File: config.mk
export PLATFORM = sky130hd
export DESIGN_NAME = pcap_framer
export DESIGN_NICKNAME = d
export VERILOG_FILES = /design/src/rtl/pcap_pkg.sv /design/src/rtl/pcap_timestamp.sv /design/src/rtl/pcap_framer.sv
export SDC_FILE = /design/constraint.sdc
export NUM_CORES = 1
export LEC_CHECK = 0
export BUFFER_PORTS_ARGS = -buffer_cell sky130_fd_sc_hd__buf_2
export CORE_AREA = 10 10 144 146
export CTS_CLUSTER_SIZE = 10
export DETAILED_ROUTE_END_ITERATION = 16
export DIE_AREA = 0 0 154 156
export MAX_ROUTING_LAYER = met4
export PLACE_DENSITY = 0.69
export SETUP_SLACK_MARGIN = 0.5
export SLEW_MARGIN = 10
export SYNTH_ARGS = -nofsm -noshare
export SYNTH_HDL_FRONTEND = slang
export SYNTH_SLANG_ARGS = --single-unit
File: constraint.sdc
create_clock -name clk -period 5.5 [get_ports clk]
set_clock_uncertainty 0.15 [all_clocks]
set_input_delay 0.275 -clock clk [delete_from_list [all_inputs] [get_ports clk]]
set_output_delay 0.275 -clock clk [all_outputs]
set_load 0.03 [all_outputs]
File: src/rtl/pcap_pkg.sv
// pcap_pkg: shared state encoding and pcap file-format constants for the capture path.
package pcap_pkg;
    typedef enum logic [2:0] {IDLE, GHDR, HDR, PAYLOAD, DONE} framer_state_t;
    localparam logic [31:0] PCAP_MAGIC    = 32'hA1B2C3D4;
    localparam logic [31:0] PCAP_VER      = 32'h00040002;
    localparam logic [31:0] PCAP_SNAPLEN  = 32'h0000FFFF;
    localparam logic [31:0] PCAP_LINKTYPE = 32'h00000001;
    localparam int HDR_WORDS  = 4;
    localparam int GHDR_WORDS = 6;
    localparam logic [31:0] USEC_MAX = 32'd999999;
    function automatic logic [31:0] ghdr_word(input logic [2:0] i);
        ghdr_word = i == 3'd0 ? PCAP_MAGIC :
                    i == 3'd1 ? PCAP_VER :
                    i == 3'd4 ? PCAP_SNAPLEN :
                    i == 3'd5 ? PCAP_LINKTYPE : 32'd0;
    endfunction
endpackage

File: src/rtl/pcap_timestamp.sv
// pcap_timestamp: free-running capture clock, microsecond prescaler plus sec/usec counters.
module pcap_timestamp
    import pcap_pkg::*;
#(
    parameter int TICKS_PER_US = 50
) (
    input  logic        clk,
    input  logic        reset,
    output logic [31:0] ts_sec,
    output logic [31:0] ts_usec
);
    localparam int PW = TICKS_PER_US > 1 ? $clog2(TICKS_PER_US) : 1;
    logic [PW-1:0] pre;
    logic tick;
    assign tick = pre == PW'(TICKS_PER_US - 1);
    always_ff @(posedge clk or negedge reset) begin
        if (!reset) begin
            pre     <= '0;
            ts_usec <= '0;
            ts_sec  <= '0;
        end else begin
            pre <= tick ? '0 : pre + 1'b1;
            if (tick) begin
                ts_usec <= ts_usec == USEC_MAX ? '0 : ts_usec + 1'b1;
                if (ts_usec == USEC_MAX) ts_sec <= ts_sec + 1'b1;
            end
        end
    end
endmodule

File: src/rtl/pcap_framer.sv
// pcap_framer: wraps FIFO packets as pcap records on an Avalon-ST source.
// Define PCAP_GLOBAL_HDR_EN to prepend the pcap global header once after reset.
module pcap_framer
    import pcap_pkg::*;
#(
    parameter int DATA_W       = 32,
    parameter int LEN_W        = 16,
    parameter int TICKS_PER_US = 50
) (
    input  logic              clk,
    input  logic              reset,
    input  logic              pkt_start,
    input  logic [LEN_W-1:0]  pkt_len,
    output logic              busy,
    output logic              frame_done,
    input  logic [DATA_W-1:0] fifo_q,
    input  logic              fifo_empty,
    output logic              fifo_rdreq,
    output logic [DATA_W-1:0] st_data,
    output logic              st_valid,
    input  logic              st_ready,
    output logic              st_sop,
    output logic              st_eop,
    output logic [1:0]        st_empty
);
    framer_state_t state, state_nx;
    logic [2:0]       idx;
    logic [LEN_W-1:0] len_r;
    logic [31:0]      ts_sec, ts_usec, sec_r, usec_r;
    logic [LEN_W-2:0] words_left;
    logic [1:0]       last_empty;
    logic [LEN_W:0]   words_full;
    logic             xfer, start, ghdr_needed;

    pcap_timestamp #(.TICKS_PER_US(TICKS_PER_US)) u_ts (
        .clk(clk), .reset(reset), .ts_sec(ts_sec), .ts_usec(ts_usec)
    );

    assign xfer       = st_valid && st_ready;
    assign start      = state == IDLE && pkt_start;
    assign words_full = ({1'b0, pkt_len} + (LEN_W+1)'(3)) >> 2;
    assign fifo_rdreq = state == PAYLOAD && xfer;
    assign busy       = state == GHDR || state == HDR || state == PAYLOAD;
    assign frame_done = state == DONE;

`ifdef PCAP_GLOBAL_HDR_EN
    logic ghdr_sent;
    assign ghdr_needed = !ghdr_sent;
    always_ff @(posedge clk or negedge reset) begin
        if (!reset) ghdr_sent <= 1'b0;
        else if (state == GHDR) ghdr_sent <= 1'b1;
    end
`else
    assign ghdr_needed = 1'b0;
`endif

    always_comb begin
        state_nx = state;
        case (state)
            IDLE:    if (pkt_start) state_nx = ghdr_needed ? GHDR : HDR;
`ifdef PCAP_GLOBAL_HDR_EN
            GHDR:    if (xfer && idx == 3'(GHDR_WORDS - 1)) state_nx = HDR;
`endif
            HDR:     if (xfer && idx == 3'(HDR_WORDS - 1)) state_nx = words_left != '0 ? PAYLOAD : DONE;
            PAYLOAD: if (xfer && words_left == 1) state_nx = DONE;
            default: state_nx = IDLE;
        endcase
    end

    always_comb begin
        st_valid = 1'b0;
        st_data  = '0;
        st_sop   = 1'b0;
        st_eop   = 1'b0;
        st_empty = 2'd0;
        case (state)
`ifdef PCAP_GLOBAL_HDR_EN
            GHDR: begin
                st_valid = 1'b1;
                st_data  = DATA_W'(ghdr_word(idx));
                st_sop   = idx == 3'd0;
                st_eop   = idx == 3'(GHDR_WORDS - 1);
            end
`endif
            HDR: begin
                st_valid = 1'b1;
                st_data  = idx == 3'd0 ? DATA_W'(sec_r) : idx == 3'd1 ? DATA_W'(usec_r) : DATA_W'(len_r);
                st_sop   = idx == 3'd0;
                st_eop   = idx == 3'd3 && len_r == '0;
            end
            PAYLOAD: begin
                st_valid = !fifo_empty;
                st_data  = fifo_q;
                st_eop   = words_left == 1;
                st_empty = words_left == 1 ? last_empty : 2'd0;
            end
            default: ;
        endcase
    end

    always_ff @(posedge clk or negedge reset) begin
        if (!reset) state <= IDLE;
        else state <= state_nx;
    end

    // idx restarts on every state change so each header section counts from 0
    always_ff @(posedge clk or negedge reset) begin
        if (!reset) begin
            idx        <= '0;
            len_r      <= '0;
            sec_r      <= '0;
            usec_r     <= '0;
            words_left <= '0;
            last_empty <= '0;
        end else begin
            idx <= state_nx != state ? 3'd0 : xfer ? idx + 3'd1 : idx;
            if (start) begin
                len_r      <= pkt_len;
                sec_r      <= ts_sec;
                usec_r     <= ts_usec;
                words_left <= words_full[LEN_W-2:0];
                last_empty <= 2'd0 - pkt_len[1:0];
            end else if (fifo_rdreq) begin
                words_left <= words_left - 1'b1;
            end
        end
    end
endmodule

==> metrics.csv, run 1 <==
metric,value,unit
coreArea,17800,sq um
max_freq,259,MHz
synth_top_area_share,49.0,%
pin_count,93,
worst_r2r_startpoint,u_ts.ts_usec[11],
rsz0062_at_grt,no,
tns,0,ps
setup_viol,0,
finalCriticalPeriod,3860,ps
cp.required,5080,ps
startpoint,idx[0],
syn_inst,987,
synth_edf_count,0,
p_leak,0.00504,uW
synth.avg_cell_area,8.90,sq um
async_reset_ff_share,100,%
critPathMaxFanout,33,
clk_latency,430,ps
relSlewSlack,23.6,%
h-tree-depth,4,
synth_seq_area_share,49.0,%
ys_ff_latch,172,
drt_wl_total,22600,um
syn_nets,1052,
rows,49,
vdd_ir_drop_max,0.459,mV
cts.sinks,172,
power,4190,uW
synth.distinct_cells,59,
routed_via_density,5.58,
cts_tree,yes,
diodes,0,
grt_max_degree,82,
max-cap-violations,0,
setup_slack,1640,ps
yosysWarningCount,0,
pre_cts_ws,2120,ps
die_area,24000,sq um
antenna_found_initial,0,
min_period_over_period,70.1,%
first_global_vias,7157,
cts_buffers,17,
drtIter0Drc,568,
nets,1139,
hold_start,pkt_len[0],
min_path_type,in2reg,
tightest_slew,1150,ps
syn_area,8790,sq um
synth_area_leaders,"dfrtp_1 (49%), nand2_1 (12%), xnor2_1 (5.0%), nor2_1 (3.8%), xor2_1 (2.9%)",
io_buffers,92,
track_usage,19.4,%
start_kind,register,
ys.flop_type,dfrtp_1,
wl_per_cell,17.2,um
globalRoute.totalOverflow,0,
worstSetupPathType,reg2out,
vias,7337,
clockBufferDepth,2,
finalHoldViolCount,0,
area_growth_syn_to_layout,15.8,%
end_kind,output port,
die_w,154,um
synth.largest_area_cell,dfrtp_1,
status,"complete, no violations",
clk_pin_slew,70,ps
initial_core_util,49.3,%
drc,0,
place.gp.congestion,0.858,
worstPathArrival,3430,ps
grt_first_pass_wirelength,37200,um
detail-route-antenna-nets,0,
drt_first_pass_iters,7,
fp.dieH,156,um
final_layout_size_suffix_gt1_share,13.8,%
dp_hpwl,16200,um
cts-root-buf,clkbuf_16,
slew_viol_final,0,
cellPowerDensity,412,nW/um^2
logic make-up (layout without fill, tap and decap cells):
family                     Yosys count  in the layout  share of synthesized area (%)
AOI/OAI and AO/OA                  109            109                           8.43
xor gates and xnor gates            79             79                           7.87
adders and majority gates           12             12                           1.71
DFF                                172            172                           49.0
muxes                               20             20                           2.29
buffers and inverters               66            166                           2.93
and+or+nand+nor                    529            529                           27.8
layer usage:
metal  global-route usage (%)  part of all wire, %  routed length (um)
met3                     3.17                  4.9                1100
met2                     29.7                   46               10400
met5                        -                    0                   0
met1                     26.0                   47               10700
met4                     6.07                  1.9                 435
worst paths after layout:
path                              endpoint  slack (ps)  cells after the start
max                            st_data[29]        1640                      7
min                               len_r[0]          20                      3
max reg2reg                u_ts.ts_sec[19]        2730                      5
min reg2reg                u_ts.ts_sec[31]         330                      1
max in group asynchronous         state[0]        3770                      3
min in group asynchronous      u_ts.pre[2]         260                      2
cell usage in the layout (no fill, tap or decap), types with 14 or more instances in the layout:
master | netlist | final
nor4_1 | 14 | 14
clkbuf_16 | 0 | 17
nand3_1 | 30 | 30
dlygate4sd3_1 | 0 | 14
o21ai_0 | 22 | 22
a211oi_1 | 18 | 18
dfrtp_1 | 172 | 171
nor3_1 | 22 | 21
nand4_1 | 27 | 27
xor2_1 | 29 | 29
buf_2 | 2 | 91
mux2i_1 | 19 | 19
inv_1 | 19 | 19
and3_1 | 14 | 14
nor2_1 | 88 | 88
nand2_1 | 283 | 283
xnor2_1 | 50 | 50
a21oi_1 | 29 | 29
cell usage after synthesis, drive strengths merged, types with 13 or more instances:
cell,number
a211oi,18
a21oi,29
a222oi,13
and3,14
clkbuf,40
dfrtp,172
inv,19
mux2i,19
nand2,283
nand3,30
nand4,27
nor2,88
nor3,23
nor4,16
o21ai,22
xnor2,50
xor2,29
cell type report:
cell class / count / area (sq um)
Fill cell: 1585 / 7670
Sequential cell: 172 / 4310
Multi-Input combinational cell: 749 / 4240
Timing Repair Buffer: 115 / 687
Clock buffer: 20 / 457
Tap cell: 229 / 287
Clock inverter: 12 / 129
Inverter: 19 / 71.3
flip-flops by register name, summed over array words and instances, names as in the netlist:
signal / flops
idx: 3
last_empty: 1
len_r: 16
sec_r: 32
state: 3
u_ts.pre: 6
u_ts.ts_sec: 32
u_ts.ts_usec: 32
usec_r: 32
words_left: 15
stage by stage:
step | hold slack, ps | util [%] | area, sq um | instances
floorplan | -171 | - | 8790 | 987
global placement | 156 | 53.0 | 9450 | 1270
detailed placement | 152 | 53.0 | 9450 | 1270
CTS | 6.75 | 57.0 | 10200 | 1316
global route | 35.2 | 57.0 | 10200 | 1316
finish | 15.6 | 57.0 | 10200 | 1316
report_power, final:
group | switching [uW] | total (uW) | leakage [uW] | internal, uW
Clock | 525 | 1190 | 0.000282 | 661
Combinational | 1020 | 1490 | 0.00243 | 464
Sequential | 133 | 1520 | 0.00232 | 1390
worst max-delay path: stages, from the launching register on:
cell and delay (ps):
dfrtp_1 420, inv_1 80, ha_1 180, nand2b_1 600
nor2_1 1120, a222oi_1 210, nor2_1 160, buf_2 220
what timing repair did:
item                                    4_1_cts  5_1_grt
hold buffers                                 14        0
endpoints found under the setup margin        0        0
setup buffers                                 0        0
resized for setup                             0        0
endpoints found under the hold margin        77        0
(Power assumes the default switching activity.)
==> run 2: changes to the inputs <==
--- a/config.mk
+++ b/config.mk
@@ -5,13 +5,14 @@
 export SDC_FILE = /design/constraint.sdc
 export NUM_CORES = 1
 export LEC_CHECK = 0
+export ABC_AREA = 1
 export BUFFER_PORTS_ARGS = -buffer_cell sky130_fd_sc_hd__buf_2
-export CORE_AREA = 10 10 144 146
+export CORE_AREA = 10 10 153 155
 export CTS_CLUSTER_SIZE = 10
 export DETAILED_ROUTE_END_ITERATION = 16
-export DIE_AREA = 0 0 154 156
+export DIE_AREA = 0 0 163 165
 export MAX_ROUTING_LAYER = met4
-export PLACE_DENSITY = 0.69
+export PLACE_DENSITY = 0.68
 export SETUP_SLACK_MARGIN = 0.5
 export SLEW_MARGIN = 10
 export SYNTH_ARGS = -nofsm -noshare
==> constraint.sdc (replaced) <==
create_clock -name clk -period 3.8 [get_ports clk]
set_clock_uncertainty 0.15 [all_clocks]
set_input_delay 0.19 -clock clk [delete_from_list [all_inputs] [get_ports clk]]
set_output_delay 0.19 -clock clk [all_outputs]
set_load 0.03 [all_outputs]
==> metrics.csv, run 2 <==
metric,value,unit,change
worstPathArrival,2620,ps,was 3430 ps
nets,1564,,"was 1,139"
cts-root-buf,clkbuf_16,,unchanged
p_leak,0.00526,uW,was 0.00504 uW
final_layout_size_suffix_gt1_share,10.1,%,was 13.8%
min_path_type,in2reg,,unchanged
end_kind,output port,,unchanged
synth_top_cells_by_count,"nand2_1 (438), dfrtp_1 (172), o21ai_0 (161)",,"was nand2_1 (283), dfrtp_1 (172), nor2_1 (88)"
fillCellCount,1977,,"was 1,585"
grt_first_pass_wirelength,48600,um,"was 37,200 um"
cp.required,3460,ps,was 5080 ps
pin_count,93,,unchanged
min_period_over_period,77.8,%,
clk_latency,430,ps,about the same
setup_slack,844,ps,was 1640 ps
routed_via_density,5.32,,was 5.58
h-tree-depth,4,,unchanged
synth_most_common_cell,nand2_1,,unchanged
detail-route-antenna-nets,0,,unchanged
grt_max_degree,84,,was 82
relSlewSlack,43.7,%,was 23.6%
diodes,0,,unchanged
dp_hpwl,23500,um,"was 16,200 um"
clockBufferDepth,2,,unchanged
area_growth_syn_to_layout,15.1,%,was 15.8%
ys.flop_type,dfrtp_1,,unchanged
die_area,26900,sq um,"was 24,000 sq um"
synth.largest_area_cell,dfrtp_1,,unchanged
rows,52,,was 49
pre_cts_ws,933,ps,was 2120 ps
tightest_slew,844,ps,was 1150 ps
wl_per_cell,17.3,um,was 17.2 um
initial_core_util,49.3,%,about the same
critPathMaxFanout,17,,was 33
synth_edf_count,0,,unchanged
gr-usage-met2,35.7,%,was 29.7%
setup_viol,0,,unchanged
finalCriticalPeriod,2960,ps,
cellPowerDensity,545,nW/um^2,was 412 nW/um^2
syn_area,9950,sq um,was 8790 sq um
ys_ff_latch,172,,unchanged
most-common-layout-cells,"nand2_1 (438), dfrtp_1 (172), o21ai_0 (161)",,"was nand2_1 (283), dfrtp_1 (171), buf_2 (91)"
finalHoldViolCount,0,,unchanged
drt_first_pass_iters,5,,was 7
slew_viol_final,0,,unchanged
met3_usage,5.58,%,was 3.17%
synth_top_area_share,43.3,%,was 49.0%
worstSetupPathType,reg2out,,unchanged
vdd_ir_drop_max,0.296,mV,was 0.459 mV
drtIter0Drc,855,,was 568
vias,9480,,"was 7,337"
cts_tree,yes,,unchanged
coreArea,20200,sq um,"was 17,800 sq um"
start_kind,register,,unchanged
met1_usage,30.8,%,was 26.0%
clk_pin_slew,70,ps,about the same
max_freq,338,MHz,
syn_inst,1405,,was 987
synth.distinct_cells,37,,was 59
fp.dieH,165,um,was 156 um
synth_area_leaders,"dfrtp_1 (43%), nand2_1 (17%), o21ai_0 (8.1%), inv_1 (5.9%), nor2_1 (5.4%)",,"was dfrtp_1 (49%), nand2_1 (12%), xnor2_1 (5.0%), nor2_1 (3.8%), xor2_1 (2.9%)"
top_usage_layer,met2,,unchanged
drc,0,,unchanged
async_reset_ff_share,100,%,unchanged
tns,0,ps,unchanged
place.gp.congestion,0.962,,was 0.858
die_w,163,um,was 154 um
globalRoute.totalOverflow,0,,unchanged
finalCoreUtilization,56.8,%,was 57.0%
rsz0062_at_grt,no,,unchanged
track_usage,23.4,%,was 19.4%
yosysWarningCount,0,,unchanged
drt_wl_total,30800,um,"was 22,600 um"
mostFrequentLayoutCell,nand2_1,,unchanged
status,"complete, no violations",,unchanged
cts.sinks,172,,unchanged
synth.avg_cell_area,7.08,sq um,was 8.90 sq um
syn_nets,1470,,"was 1,052"
first_global_vias,9012,,"was 7,157"
holdWs,13.4,ps,was 15.6 ps
max-cap-violations,0,,unchanged
io_buffers,92,,unchanged
synth_seq_area_share,43.3,%,was 49.0%
cts_buffers,17,,unchanged
antenna_found_initial,0,,unchanged
[run 2: cell types whose count changed in the layout (fill, tap and decap cells not counted), sizes merged, moves of 17 or more]
cell and change:
inv +139, xor2 +17, mux2i -19, nor3 +24, xnor2 -46, nand2 +157
nand3 +43, nor2 +59, o21ai +143
[run 2: cell type report]
cell class / instances / area, sq um / share of cell area [%]
Clock buffer: 19 / 443 / 3.87
Tap cell: 270 / 338 / 2.95
Clock inverter: 13 / 156 / 1.37
Inverter: 159 / 601 / 5.24
Multi-Input combinational cell: 1029 / 4870 / 42.6
Timing Repair Buffer: 120 / 737 / 6.44
Sequential cell: 172 / 4300 / 37.6
[run 2: final timing paths]
check / start / to / slack [ps] / cells after the start
setup / recovery: idx[0] / st_data[13] / 840 / 9
hold / removal: st_ready / state[2] / 10 / 4
setup reg to reg: u_ts.ts_usec[1] / u_ts.ts_sec[4] / 1250 / 9
hold reg to reg: usec_r[17] / usec_r[17] / 340 / 2
max in group asynchronous: reset / u_ts.pre[0] / 2400 / 3
min in group asynchronous: reset / sec_r[2] / 210 / 2
[run 2: metrics by stage]
stage	instance area, sq um	cells	power, uW
global placement	10700	1734	4380
global route	11500	1782	6630
CTS	11400	1780	6230
detailed placement	10700	1734	4410
finish	11500	1782	6240
floorplan	9950	1405	3720
[run 2: kinds of logic (layout without fill, tap and decap cells)]
kind of cell / after synthesis / in the layout / synth area share [%]
fa+ha+maj: 12 / 12 / 1.51
buf+inv: 204 / 311 / 7.93
simple gates: 747 / 747 / 31.0
xor+xnor: 50 / 50 / 4.40
flops: 172 / 172 / 43.3
compound gates: 220 / 220 / 11.8
[run 2: worst max-delay path, cell delays in order, from the launching register on]
cell and delay (ps):
dfrtp_1 380, inv_1 80, ha_1 210, inv_1 140, nor2_2 40, buf_4 190, inv_1 370, o21ai_0 250
o21ai_0 280, buf_2 240
[run 2: where the power goes]
group | leakage [uW] | switching (uW) | internal [uW]
clock network | 0.000281 | 790 | 1000
logic | 0.00265 | 1640 | 647
registers | 0.00233 | 142 | 2010
total | 0.00526 | 2580 | 3670
[run 2: routing by layer]
metal	share of wire [%]	wire [um]
met3	6.9	2110
met2	46	14100
met4	1.9	590
met1	45	14000
met5	0	0
[run 2: what timing repair did]
action | CTS | global route
gates resized for setup | 1 | 1
pin swaps | 0 | 1
setup endpoints to repair | 10 | 5
buffers inserted | 0 | 2
hold buffers | 14 | 0
hold endpoints to repair | 95 | 0
